`src/rtl/alu_seq_pkg.sv`:
```
// Shared definitions for the ALU control sequencer: opcodes, flag bit
// positions, run modes and the sequencer state encoding.
package alu_seq_pkg;

  localparam logic [7:0] OP_MOV = 8'h0D;
  localparam logic [7:0] OP_ADD = 8'h05;
  localparam logic [7:0] OP_SUB = 8'h09;

  localparam int unsigned FLAG_C = 0;
  localparam int unsigned FLAG_L = 1;
  localparam int unsigned FLAG_F = 2;
  localparam int unsigned FLAG_Z = 3;
  localparam int unsigned FLAG_N = 4;
  localparam int unsigned FLAGS_W = 5;

  typedef enum logic [1:0] {
    MODE_FIB   = 2'd0,
    MODE_ACC   = 2'd1,
    MODE_CNTDN = 2'd2,
    MODE_RSVD  = 2'd3
  } mode_e;

  typedef enum logic [2:0] {
    ST_IDLE   = 3'd0,
    ST_LOAD_A = 3'd1,
    ST_LOAD_B = 3'd2,
    ST_STEP   = 3'd3,
    ST_WAIT   = 3'd4,
    ST_DONE   = 3'd5
  } state_e;

endpackage

```
`src/rtl/alu_seq_decode.sv`:
```
// Maps sequencer state, run mode and FIB write pointer to the datapath
// control word (opcode, operand selects, immediate, write enables).
module alu_seq_decode
  import alu_seq_pkg::*;
#(
  parameter int unsigned DATA_W   = 16,
  parameter int unsigned NUM_REGS = 16,
  parameter int unsigned OP_W     = 8,
  parameter int unsigned SEL_W    = $clog2(NUM_REGS)
) (
  input  state_e              state_i,
  input  mode_e               mode_i,
  input  logic [SEL_W-1:0]    w_i,
  input  logic [DATA_W-1:0]   seed_a_i,
  input  logic [DATA_W-1:0]   seed_b_i,
  output logic [OP_W-1:0]     alu_op_c,
  output logic [SEL_W-1:0]    a_sel_c,
  output logic [SEL_W-1:0]    b_sel_c,
  output logic                imm_sel_c,
  output logic [DATA_W-1:0]   imm_c,
  output logic [NUM_REGS-1:0] reg_en_c,
  output logic                flags_en_c
);

  // Non-writing states (IDLE, WAIT, DONE) leave the control word at zero.
  always_comb begin
    alu_op_c   = '0;
    a_sel_c    = '0;
    b_sel_c    = '0;
    imm_sel_c  = 1'b0;
    imm_c      = '0;
    reg_en_c   = '0;
    flags_en_c = 1'b0;
    case (state_i)
      ST_LOAD_A: begin
        if (mode_i != MODE_RSVD) begin
          alu_op_c  = OP_W'(OP_MOV);
          imm_sel_c = 1'b1;
          imm_c     = seed_a_i;
          reg_en_c  = NUM_REGS'(1);
        end
      end
      ST_LOAD_B: begin
        if (mode_i == MODE_FIB) begin
          alu_op_c  = OP_W'(OP_MOV);
          imm_sel_c = 1'b1;
          imm_c     = seed_b_i;
          reg_en_c  = NUM_REGS'(2);
        end
      end
      ST_STEP: begin
        flags_en_c = 1'b1;
        case (mode_i)
          MODE_FIB: begin
            alu_op_c = OP_W'(OP_ADD);
            a_sel_c  = w_i - SEL_W'(1);
            b_sel_c  = w_i - SEL_W'(2);
            reg_en_c = NUM_REGS'(1) << w_i;
          end
          MODE_ACC: begin
            alu_op_c  = OP_W'(OP_ADD);
            imm_sel_c = 1'b1;
            imm_c     = seed_b_i;
            reg_en_c  = NUM_REGS'(1);
          end
          MODE_CNTDN: begin
            alu_op_c  = OP_W'(OP_SUB);
            imm_sel_c = 1'b1;
            imm_c     = DATA_W'(1);
            reg_en_c  = NUM_REGS'(1);
          end
          default: flags_en_c = 1'b0;
        endcase
      end
      default: ;
    endcase
  end

endmodule

```
`src/rtl/alu_seq_ctrl.sv`:
```
// Multi-mode control sequencer for the register-file/ALU datapath with a
// start/done handshake, iteration limit and flag-driven termination.
module alu_seq_ctrl
  import alu_seq_pkg::*;
#(
  parameter int unsigned DATA_W   = 16,
  parameter int unsigned NUM_REGS = 16,
  parameter int unsigned OP_W     = 8,
  parameter int unsigned ITER_W   = 8
) (
  input  logic                         clk,
  input  logic                         reset,
  input  logic                         start,
  input  logic [1:0]                   mode,
  input  logic [ITER_W-1:0]            iter_count,
  input  logic [DATA_W-1:0]            seed_a,
  input  logic [DATA_W-1:0]            seed_b,
  input  logic                         stop_on_carry,
  input  logic [FLAGS_W-1:0]           flags_in,
  output logic [OP_W-1:0]              alu_op,
  output logic [$clog2(NUM_REGS)-1:0]  a_sel,
  output logic [$clog2(NUM_REGS)-1:0]  b_sel,
  output logic                         imm_sel,
  output logic [DATA_W-1:0]            imm,
  output logic [NUM_REGS-1:0]          reg_en,
  output logic                         flags_en,
  output logic                         busy,
  output logic                         done,
  output logic                         aborted,
  output logic [ITER_W-1:0]            steps_done
);

  localparam int unsigned SEL_W = $clog2(NUM_REGS);

  state_e              state_q, state_d;
  mode_e               mode_q, mode_d;
  logic [ITER_W-1:0]   iter_q, iter_d;
  logic [DATA_W-1:0]   seed_a_q, seed_a_d;
  logic [DATA_W-1:0]   seed_b_q, seed_b_d;
  logic                soc_q, soc_d;
  logic [SEL_W-1:0]    w_q, w_d;
  logic [ITER_W-1:0]   steps_q, steps_d;
  logic                aborted_q, aborted_d;

  logic [OP_W-1:0]     alu_op_q, alu_op_d;
  logic [SEL_W-1:0]    a_sel_q, a_sel_d;
  logic [SEL_W-1:0]    b_sel_q, b_sel_d;
  logic                imm_sel_q, imm_sel_d;
  logic [DATA_W-1:0]   imm_q, imm_d;
  logic [NUM_REGS-1:0] reg_en_q, reg_en_d;
  logic                flags_en_q, flags_en_d;
  logic                busy_q, busy_d;
  logic                done_q, done_d;

  logic carry_stop, zero_stop;
  logic unused_flags;

  // Only C and Z steer termination; the other flags pass by.
  assign unused_flags = ^{flags_in[FLAG_N], flags_in[FLAG_F], flags_in[FLAG_L]};

  assign carry_stop = soc_q && flags_in[FLAG_C] && (mode_q != MODE_CNTDN);
  assign zero_stop  = (mode_q == MODE_CNTDN) && flags_in[FLAG_Z];

  // Next-state, run latches, write pointer and step counter.
  always_comb begin
    state_d   = state_q;
    mode_d    = mode_q;
    iter_d    = iter_q;
    seed_a_d  = seed_a_q;
    seed_b_d  = seed_b_q;
    soc_d     = soc_q;
    w_d       = w_q;
    steps_d   = steps_q;
    aborted_d = aborted_q;
    case (state_q)
      ST_IDLE: begin
        if (start) begin
          mode_d    = mode_e'(mode);
          iter_d    = iter_count;
          seed_a_d  = seed_a;
          seed_b_d  = seed_b;
          soc_d     = stop_on_carry;
          w_d       = SEL_W'(2);
          steps_d   = '0;
          if (mode_e'(mode) == MODE_RSVD) begin
            state_d   = ST_DONE;
            aborted_d = 1'b1;
          end else begin
            state_d   = ST_LOAD_A;
            aborted_d = 1'b0;
          end
        end
      end
      ST_LOAD_A: state_d = ST_LOAD_B;
      ST_LOAD_B: begin
        if (iter_q == '0) begin
          state_d = ST_DONE;
        end else begin
          state_d = ST_STEP;
          steps_d = steps_q + ITER_W'(1);
        end
      end
      ST_STEP: begin
        state_d = ST_WAIT;
        w_d     = w_q + SEL_W'(1);
      end
      ST_WAIT: begin
        // Carry abort outranks zero and count termination.
        if (carry_stop) begin
          state_d   = ST_DONE;
          aborted_d = 1'b1;
        end else if (zero_stop || (steps_q == iter_q)) begin
          state_d   = ST_DONE;
          aborted_d = 1'b0;
        end else begin
          state_d = ST_STEP;
          steps_d = steps_q + ITER_W'(1);
        end
      end
      ST_DONE: state_d = ST_IDLE;
      default: state_d = ST_IDLE;
    endcase
  end

  // Decode from next-state values so the registered outputs line up with state_q.
  alu_seq_decode #(
    .DATA_W   (DATA_W),
    .NUM_REGS (NUM_REGS),
    .OP_W     (OP_W),
    .SEL_W    (SEL_W)
  ) u_decode (
    .state_i    (state_d),
    .mode_i     (mode_d),
    .w_i        (w_d),
    .seed_a_i   (seed_a_d),
    .seed_b_i   (seed_b_d),
    .alu_op_c   (alu_op_d),
    .a_sel_c    (a_sel_d),
    .b_sel_c    (b_sel_d),
    .imm_sel_c  (imm_sel_d),
    .imm_c      (imm_d),
    .reg_en_c   (reg_en_d),
    .flags_en_c (flags_en_d)
  );

  assign busy_d = (state_d != ST_IDLE);
  assign done_d = (state_d == ST_DONE);

  always_ff @(posedge clk) begin
    if (!reset) begin
      state_q    <= ST_IDLE;
      mode_q     <= MODE_FIB;
      iter_q     <= '0;
      seed_a_q   <= '0;
      seed_b_q   <= '0;
      soc_q      <= 1'b0;
      w_q        <= '0;
      steps_q    <= '0;
      aborted_q  <= 1'b0;
      alu_op_q   <= '0;
      a_sel_q    <= '0;
      b_sel_q    <= '0;
      imm_sel_q  <= 1'b0;
      imm_q      <= '0;
      reg_en_q   <= '0;
      flags_en_q <= 1'b0;
      busy_q     <= 1'b0;
      done_q     <= 1'b0;
    end else begin
      state_q    <= state_d;
      mode_q     <= mode_d;
      iter_q     <= iter_d;
      seed_a_q   <= seed_a_d;
      seed_b_q   <= seed_b_d;
      soc_q      <= soc_d;
      w_q        <= w_d;
      steps_q    <= steps_d;
      aborted_q  <= aborted_d;
      alu_op_q   <= alu_op_d;
      a_sel_q    <= a_sel_d;
      b_sel_q    <= b_sel_d;
      imm_sel_q  <= imm_sel_d;
      imm_q      <= imm_d;
      reg_en_q   <= reg_en_d;
      flags_en_q <= flags_en_d;
      busy_q     <= busy_d;
      done_q     <= done_d;
    end
  end

  assign alu_op     = alu_op_q;
  assign a_sel      = a_sel_q;
  assign b_sel      = b_sel_q;
  assign imm_sel    = imm_sel_q;
  assign imm        = imm_q;
  assign reg_en     = reg_en_q;
  assign flags_en   = flags_en_q;
  assign busy       = busy_q;
  assign done       = done_q;
  assign aborted    = aborted_q;
  assign steps_done = steps_q;

endmodule

```
`config.mk`:
```
export PLATFORM = sky130hd
export DESIGN_NAME = alu_seq_ctrl
export DESIGN_NICKNAME = d
export VERILOG_FILES = /design/src/rtl/alu_seq_pkg.sv /design/src/rtl/alu_seq_decode.sv /design/src/rtl/alu_seq_ctrl.sv
export SDC_FILE = /design/constraint.sdc
export NUM_CORES = 1
export LEC_CHECK = 0
export CELL_PAD_IN_SITES_DETAIL_PLACEMENT = 2
export CELL_PAD_IN_SITES_GLOBAL_PLACEMENT = 2
export CORE_MARGIN = 1.5
export CORE_UTILIZATION = 35
export CTS_CLUSTER_DIAMETER = 80
export DETAILED_ROUTE_END_ITERATION = 7
export DONT_BUFFER_PORTS = 1
export PLACE_DENSITY = 0.75
export SKIP_CTS_REPAIR_TIMING = 1
export SYNTH_ARGS = -nofsm -noshare
export SYNTH_HDL_FRONTEND = slang
export SYNTH_SLANG_ARGS = --single-unit
```
`constraint.sdc`:
```
create_clock -name clk -period 3.8 [get_ports clk]
set_input_delay 0.76 -clock clk [delete_from_list [all_inputs] [get_ports clk]]
set_output_delay 0.76 -clock clk [all_outputs]
set_load 0.02 [all_outputs]
```
# Word level (Yosys, flattened, before mapping)
# Cells that the tools add are included.
# W data, S select, Z words.
# totals
register_bits	111
input_bits	51
output_inout_bits	61
word_cells	102
# op_classes
add_sub_neg	4
eq_ne	20
n_shift	1
n_mux	41
n_reduce_logical	18
# ops
cell	n
$mux W16	6
$pmux W16 S3	2
$pmux W16 S2	2
$pmux W8 S3	2
$mux W8	4
$pmux W4 S2	2
$shl A1 B4 Y16 const A	1
$mux W3	5
$pmux W3 S5	1
$eq A3 B2 Y1 const B	4
$mux W4	3
$ne A2 B2 Y1 const B	6
$mux W1	9
$add A8 B1 Y8 const B	1
$eq A8 B8 Y1	1
$logic_not A8 Y1	1
$eq A2 B2 Y1 const B	3
$eq A3 B1 Y1 const B	2
$eq A3 B3 Y1 const B	2
$mux W2	3
$reduce_and A3 Y1	2
$reduce_bool A3 Y1	2
$reduce_and A5 Y1	1
$add A4 B1 Y4 const B	1
14 further kinds	18

# Depth between registers and ports, before layout
# logic_depth
ltp_word	8
depth_mapped	12
depth_no_buf	10

# Modules after synthesis
# From an unflattened synthesis, not the netlist that was laid out.
# unflattened
cells_unflattened	573
hier_area_um2	4913.5
# modules_own_cells
mod	n_inst	cells_per_inst	area_per_inst_um2	seq_area_each_um2
alu_seq_ctrl	1	458	4144.0	2222.1
alu_seq_decode	1	115	769.5	0.0

# Worst setup path before layout
# Ideal clock, no wire load.
# synth_timing
path_type	input port to flip-flop
from	in start
to	reg reg_en_q[0], in the netlist reg_en[0]
setup_ns	0.086
t_arrival_ns	3.120
t_required_ns	3.714
slack_ns	0.594
path_stages	10
n_path_buf	3
path_cell_list	nor4b_4 > buf_4 > buf_2 > mux2i_1 > inv_1 > ha_1 > a21oi_1 > clkbuf_1 > nand2_1 > a221oi_2
# synth_between
elab_chain_len	6
elab_cells_between_ends	18
classes_between	6 x eq/ne; 1 x shift; 9 x mux; 2 x reduce/logical
# synth_rtl
element	line	rtl
start, declared	alu_seq_ctrl.sv:13	input logic start,
$mux W2 (*)	alu_seq_ctrl.sv:77	if (start) begin
$mux W2 (*)	alu_seq_ctrl.sv:75	case (state_q)
via mode_d[0]	alu_seq_ctrl.sv:36	mode_e mode_q, mode_d;
$eq A2 B1 Y1 or $eq A2 B2 Y1 (tied branches)	alu_seq_decode.sv:53	case (mode_i)
$reduce_or A2 Y1 (no source line)	n/a	
$pmux W16 S2	alu_seq_decode.sv:53	
$pmux W16 S3 (*)	alu_seq_decode.sv:34	case (state_i)
end signal, assigned	alu_seq_ctrl.sv:184	reg_en_q <= reg_en_d;
end, declared	alu_seq_ctrl.sv:50	logic [NUM_REGS-1:0] reg_en_q, reg_en_d;
# Mark *: on every way through the listed nets, which the timed path passes. The rest lies on a longest branch.
# A chain may end at the register's enable or synchronous reset.

# Worst setup path after layout
# layout_timing
from	reg state_q[1]
to	reg imm_q[12], in the netlist imm[12]
# layout_between
elab_chain_len	5
elab_cells_between_ends	21
classes_between	10 x eq/ne; 9 x mux; 2 x reduce/logical
# layout_rtl
element	line	rtl
start, declared	alu_seq_ctrl.sv:35	state_e state_q, state_d;
start signal, assigned	alu_seq_ctrl.sv:170	state_q <= state_d;
$logic_not A3 Y1 (*)	alu_seq_ctrl.sv:75	
$mux W2 (*)	alu_seq_ctrl.sv:75	
via mode_d[0]	alu_seq_ctrl.sv:36	
$eq A2 B2 Y1 (tied with other cells)	alu_seq_decode.sv:53	
$pmux W16 S2 (tied with other cells)	alu_seq_decode.sv:53	
$pmux W16 S3 (*)	alu_seq_decode.sv:34	
end signal, assigned	alu_seq_ctrl.sv:183	imm_q <= imm_d;
end, declared	alu_seq_ctrl.sv:49	logic [DATA_W-1:0] imm_q, imm_d;
# Marks and branches as above.

==> summary by stage <==
Status
The flow ran to the end, and the final reports show no timing, DRC or antenna violations.

CTS
The TritonCTS sink count is 90. The CTS root buffer is clkbuf_16. The depth of the CTS H-tree is 3. The source-to-sink clock delay at the later pin of the worst-skew pair is 350 ps. The number of buffers inserted during clock tree synthesis is 9. The TritonCTS clock tree is built. No sink is reached through more buffers than the 2 on the longest clock path. The clock transition at the registers of the reported paths is around 70 ps.

Die
The floorplan has 39 rows. The floorplan step set the die width to 110 µm. The core region is 11300 µm².

112 I/O pins were placed. From bottom edge to top edge, the die measures 110 µm. The die area is roughly 12000 µm². Once the floorplan was initialized, standard cells occupied 35.6% of the core.

Detailed routing
The first routing iteration left 142 violations. The detailed-route DRC error count is 0. The final routed wirelength across all metal layers is 11800 µm. The average routed wire per standard cell is 20.1 µm. In the routed layout, each cell is associated on average with a via count of 5.57. The number of antenna-violating nets in the routed design is 0. Before antenna repair, the detailed router went through 4 iterations. The total number of vias is 3288.

Placed design
The number of cells in the design after placement is 574. The port buffer count is 0. Summing all placed instances gives a cell area of 4130 µm². The detailed placement HPWL is a little over 8000 µm. The routability congestion estimate from global placement is between 0.7 and 0.8.

Synth
The primary flip-flop cell chosen by synthesis mapping is dfxtp_1. After synthesis, flip-flops and latches occupy 44.7% of the total area. The mean instance size in the synthesized netlist is approximately 8.9 µm². After synthesis, the cell types taking the most area are dfxtp_1, a21oi_1, mux2i_1. During synthesis, Yosys emitted a total of 0 warnings. The fraction of synthesis flops using an asynchronous set or reset pin is 0%. The combined area of all synthesized cells is roughly 4000 µm². Yosys mapped a number of flops with a built-in enable equal to 0.

The post-synthesis cell type count is 61. The largest total area in the synthesized netlist belongs to dfxtp_1. Synthesis produced approximately 450 cells. In this run the biggest area consumer among cell types represents 44.7% of the synthesized area. The count of state elements after synthesis is 90.

Worst setup path
The capturing element type of the critical path is a register. The required time at the endpoint of the critical path is 4070 ps. The critical register-to-register path startpoint is state_q[1]$_SDFF_PN0_. The maximum fanout along the worst path is 16. Counting cells, the worst reg-to-reg path comes to 8. The critical path launch point type is a register.

The register-to-register setup slack is between 1000 and 1500 ps. The endpoint identified for the worst register-to-register timing path is imm[12]$_SDFF_PN0_. At the worst endpoint, the arrival time is 3020 ps. The setup path with the least slack is of type register to register.

GRT
The first global-routing pass estimated 18200 µm of wire. The combined global-route utilization of all metal layers is 20.2%. The number of global-route vias before repair came to 3463. The number of antenna violations at the first check in global routing is 0. The largest net degree at the start of global routing is 31.

The sum of overflow across all layers after global routing is 0.

STA
The number of endpoints with negative hold slack in the final report is 0. Based on the critical path, the design can be clocked at up to 364 MHz. Counting I/O delays and the setup requirement, the final critical path takes between 2000 and 3000 ps. Between clock sinks in the finished design, the worst skew comes to around 7.1 ps.

In the finished design, the share of the clock period the worst path needs comes to 72.3%. Setup violations remaining at the end of the flow were counted as 0. For the pin with the worst max-slew slack, the measured transition is 1000 ps.

Setup repair after global routing left no endpoint under its margin. Measured against its own limit, the worst slew margin works out to between 30% and 40%. The total count of max-transition violations in the final report is 0. The setup TNS is 0 ps.

Worst hold path
The origin of the worst min-delay path is soc_q$_SDFFE_PN0P_. The worst hold path endpoint is soc_q$_SDFFE_PN0P_. Along the worst hold path, the cell count comes to 2. The class of the tightest hold or removal check is register to register.

Cells and area
The number of inserted diodes is 0. The final core utilization is 39.1%. For this run, the number of standard cells in the final layout without fillers is 590. The library cell used most frequently in the layout, excluding fill and tap cells, is dfxtp_1.

The summed area of non-filler cells in the final layout is 4430 µm². For this run, the post-layout net count is 506. Compared with the post-synthesis result, the final layout area differs by 9.87%.

The top cell types in the final layout, fill and taps aside, are dfxtp_1, a21oi_1, nor2_1, nand2_1, mux2i_1. The layout cell share with drive strength beyond 1 is 10.5%.

Power and ir drop
The maximum vdd drop is a little under 0.0003 V. For this design the static power due to leakage is about 1.7 nW. The power consumption is 2.64 mW. For this design the ratio of total power to cell area is about 600 nW/µm².

Run
The tool flagged a number of max-cap violations equal to 0.
==> where the power goes <==
group          switching, mW  internal (mW)
sequential             0.107           1.02
clock                  0.395          0.518
combinational          0.401          0.200
==> how the worst max path moves through the flow <==
stage	start	end	slack, ps	depth (start not counted)
6_report	state_q[1]$_SDFF_PN0_	imm[12]$_SDFF_PN0_	1050	8
5_1_grt	state_q[1]$_SDFF_PN0_	imm[12]$_SDFF_PN0_	770	8
4_1_cts	state_q[1]$_SDFF_PN0_	imm[8]$_SDFF_PN0_	1010	8
3_5_place_dp	start	imm[12]$_SDFF_PN0_	840	8
3_3_place_gp	start	imm[14]$_SDFF_PN0_	960	8
2_1_floorplan	start	reg_en[0]$_SDFF_PN0_	590	10
==> cells in the mapped netlist, drive strengths merged (3+ instances only) <==
| library cell | count |
|---|---|
| nand3 | 8 |
| nor3 | 22 |
| inv | 13 |
| a211o | 4 |
| ha | 13 |
| nand2 | 47 |
| nor4 | 6 |
| xnor2 | 3 |
| o21ai | 24 |
| nor2b | 4 |
| a32oi | 14 |
| a2111o | 3 |
| dfxtp | 90 |
| xor2 | 8 |
| a21oi | 47 |
| mux2i | 23 |
| buf | 24 |
| or3 | 3 |
| nor2 | 47 |
| clkbuf | 11 |
==> cell families (layout without fill, tap and decap cells) <==
group	Yosys count	after routing	synth area share, %
adder cells (fa/ha/maj)	13	13	4.03
AO/OA/AOI/OAI	111	111	18.1
XOR/XNOR	11	11	2.39
buffers and inverters	48	38	5.62
multiplexers	25	25	6.36
other	1	5	0.0930
AND/OR/NAND/NOR	154	154	18.7
flip-flops	90	90	44.7
==> stage by stage <==
stage / hold WS, ps / worst slack (ps)
floorplan: 450 / 594
global placement: 461 / 959
detailed placement: 478 / 838
CTS: 488 / 1010
global route: 507 / 773
finish: 491 / 1050
==> layout make-up <==
| type | count | area (µm²) |
|---|---|---|
| fill | 1253 | 6890 |
| clock inverter | 6 | 72.6 |
| inverter | 13 | 48.8 |
| multi-input combinational | 319 | 2030 |
| clock buffer | 10 | 229 |
| timing repair buffer | 9 | 67.6 |
| sequential | 90 | 1800 |
| tap | 143 | 179 |
==> per-layer routing <==
metal | up-vias | wire length, µm | global-route usage (%)
met2 | 73 | 6150 | 35.4
met3 | 15 | 569 | 5.82
met1 | 1632 | 4890 | 22.9
li1 | 1568 | - | -
met5 | - | 0 | 0
met4 | 0 | 233 | 8.33
==> state kept, by name (all words and copies together), names as in the netlist <==
signal      count
b_sel           4
mode_q          2
seed_b_q       16
steps_done      8
imm            16
done            1
flags_en        1
aborted         1
iter_q          8
soc_q           1
reg_en         16
a_sel           4
alu_op          3
busy            1
state_q         3
w_q             4
imm_sel         1
==> worst max-delay path, cell delays in order (launching register included) <==
cell,delay (ps)
dfxtp_1,480
nor4b_4,440
mux2i_1,410
inv_1,120
ha_1,270
a21oi_2,340
buf_4,290
a32oi_1,140
a21oi_1,170
No activity file was read; power rests on OpenSTA's default activity.
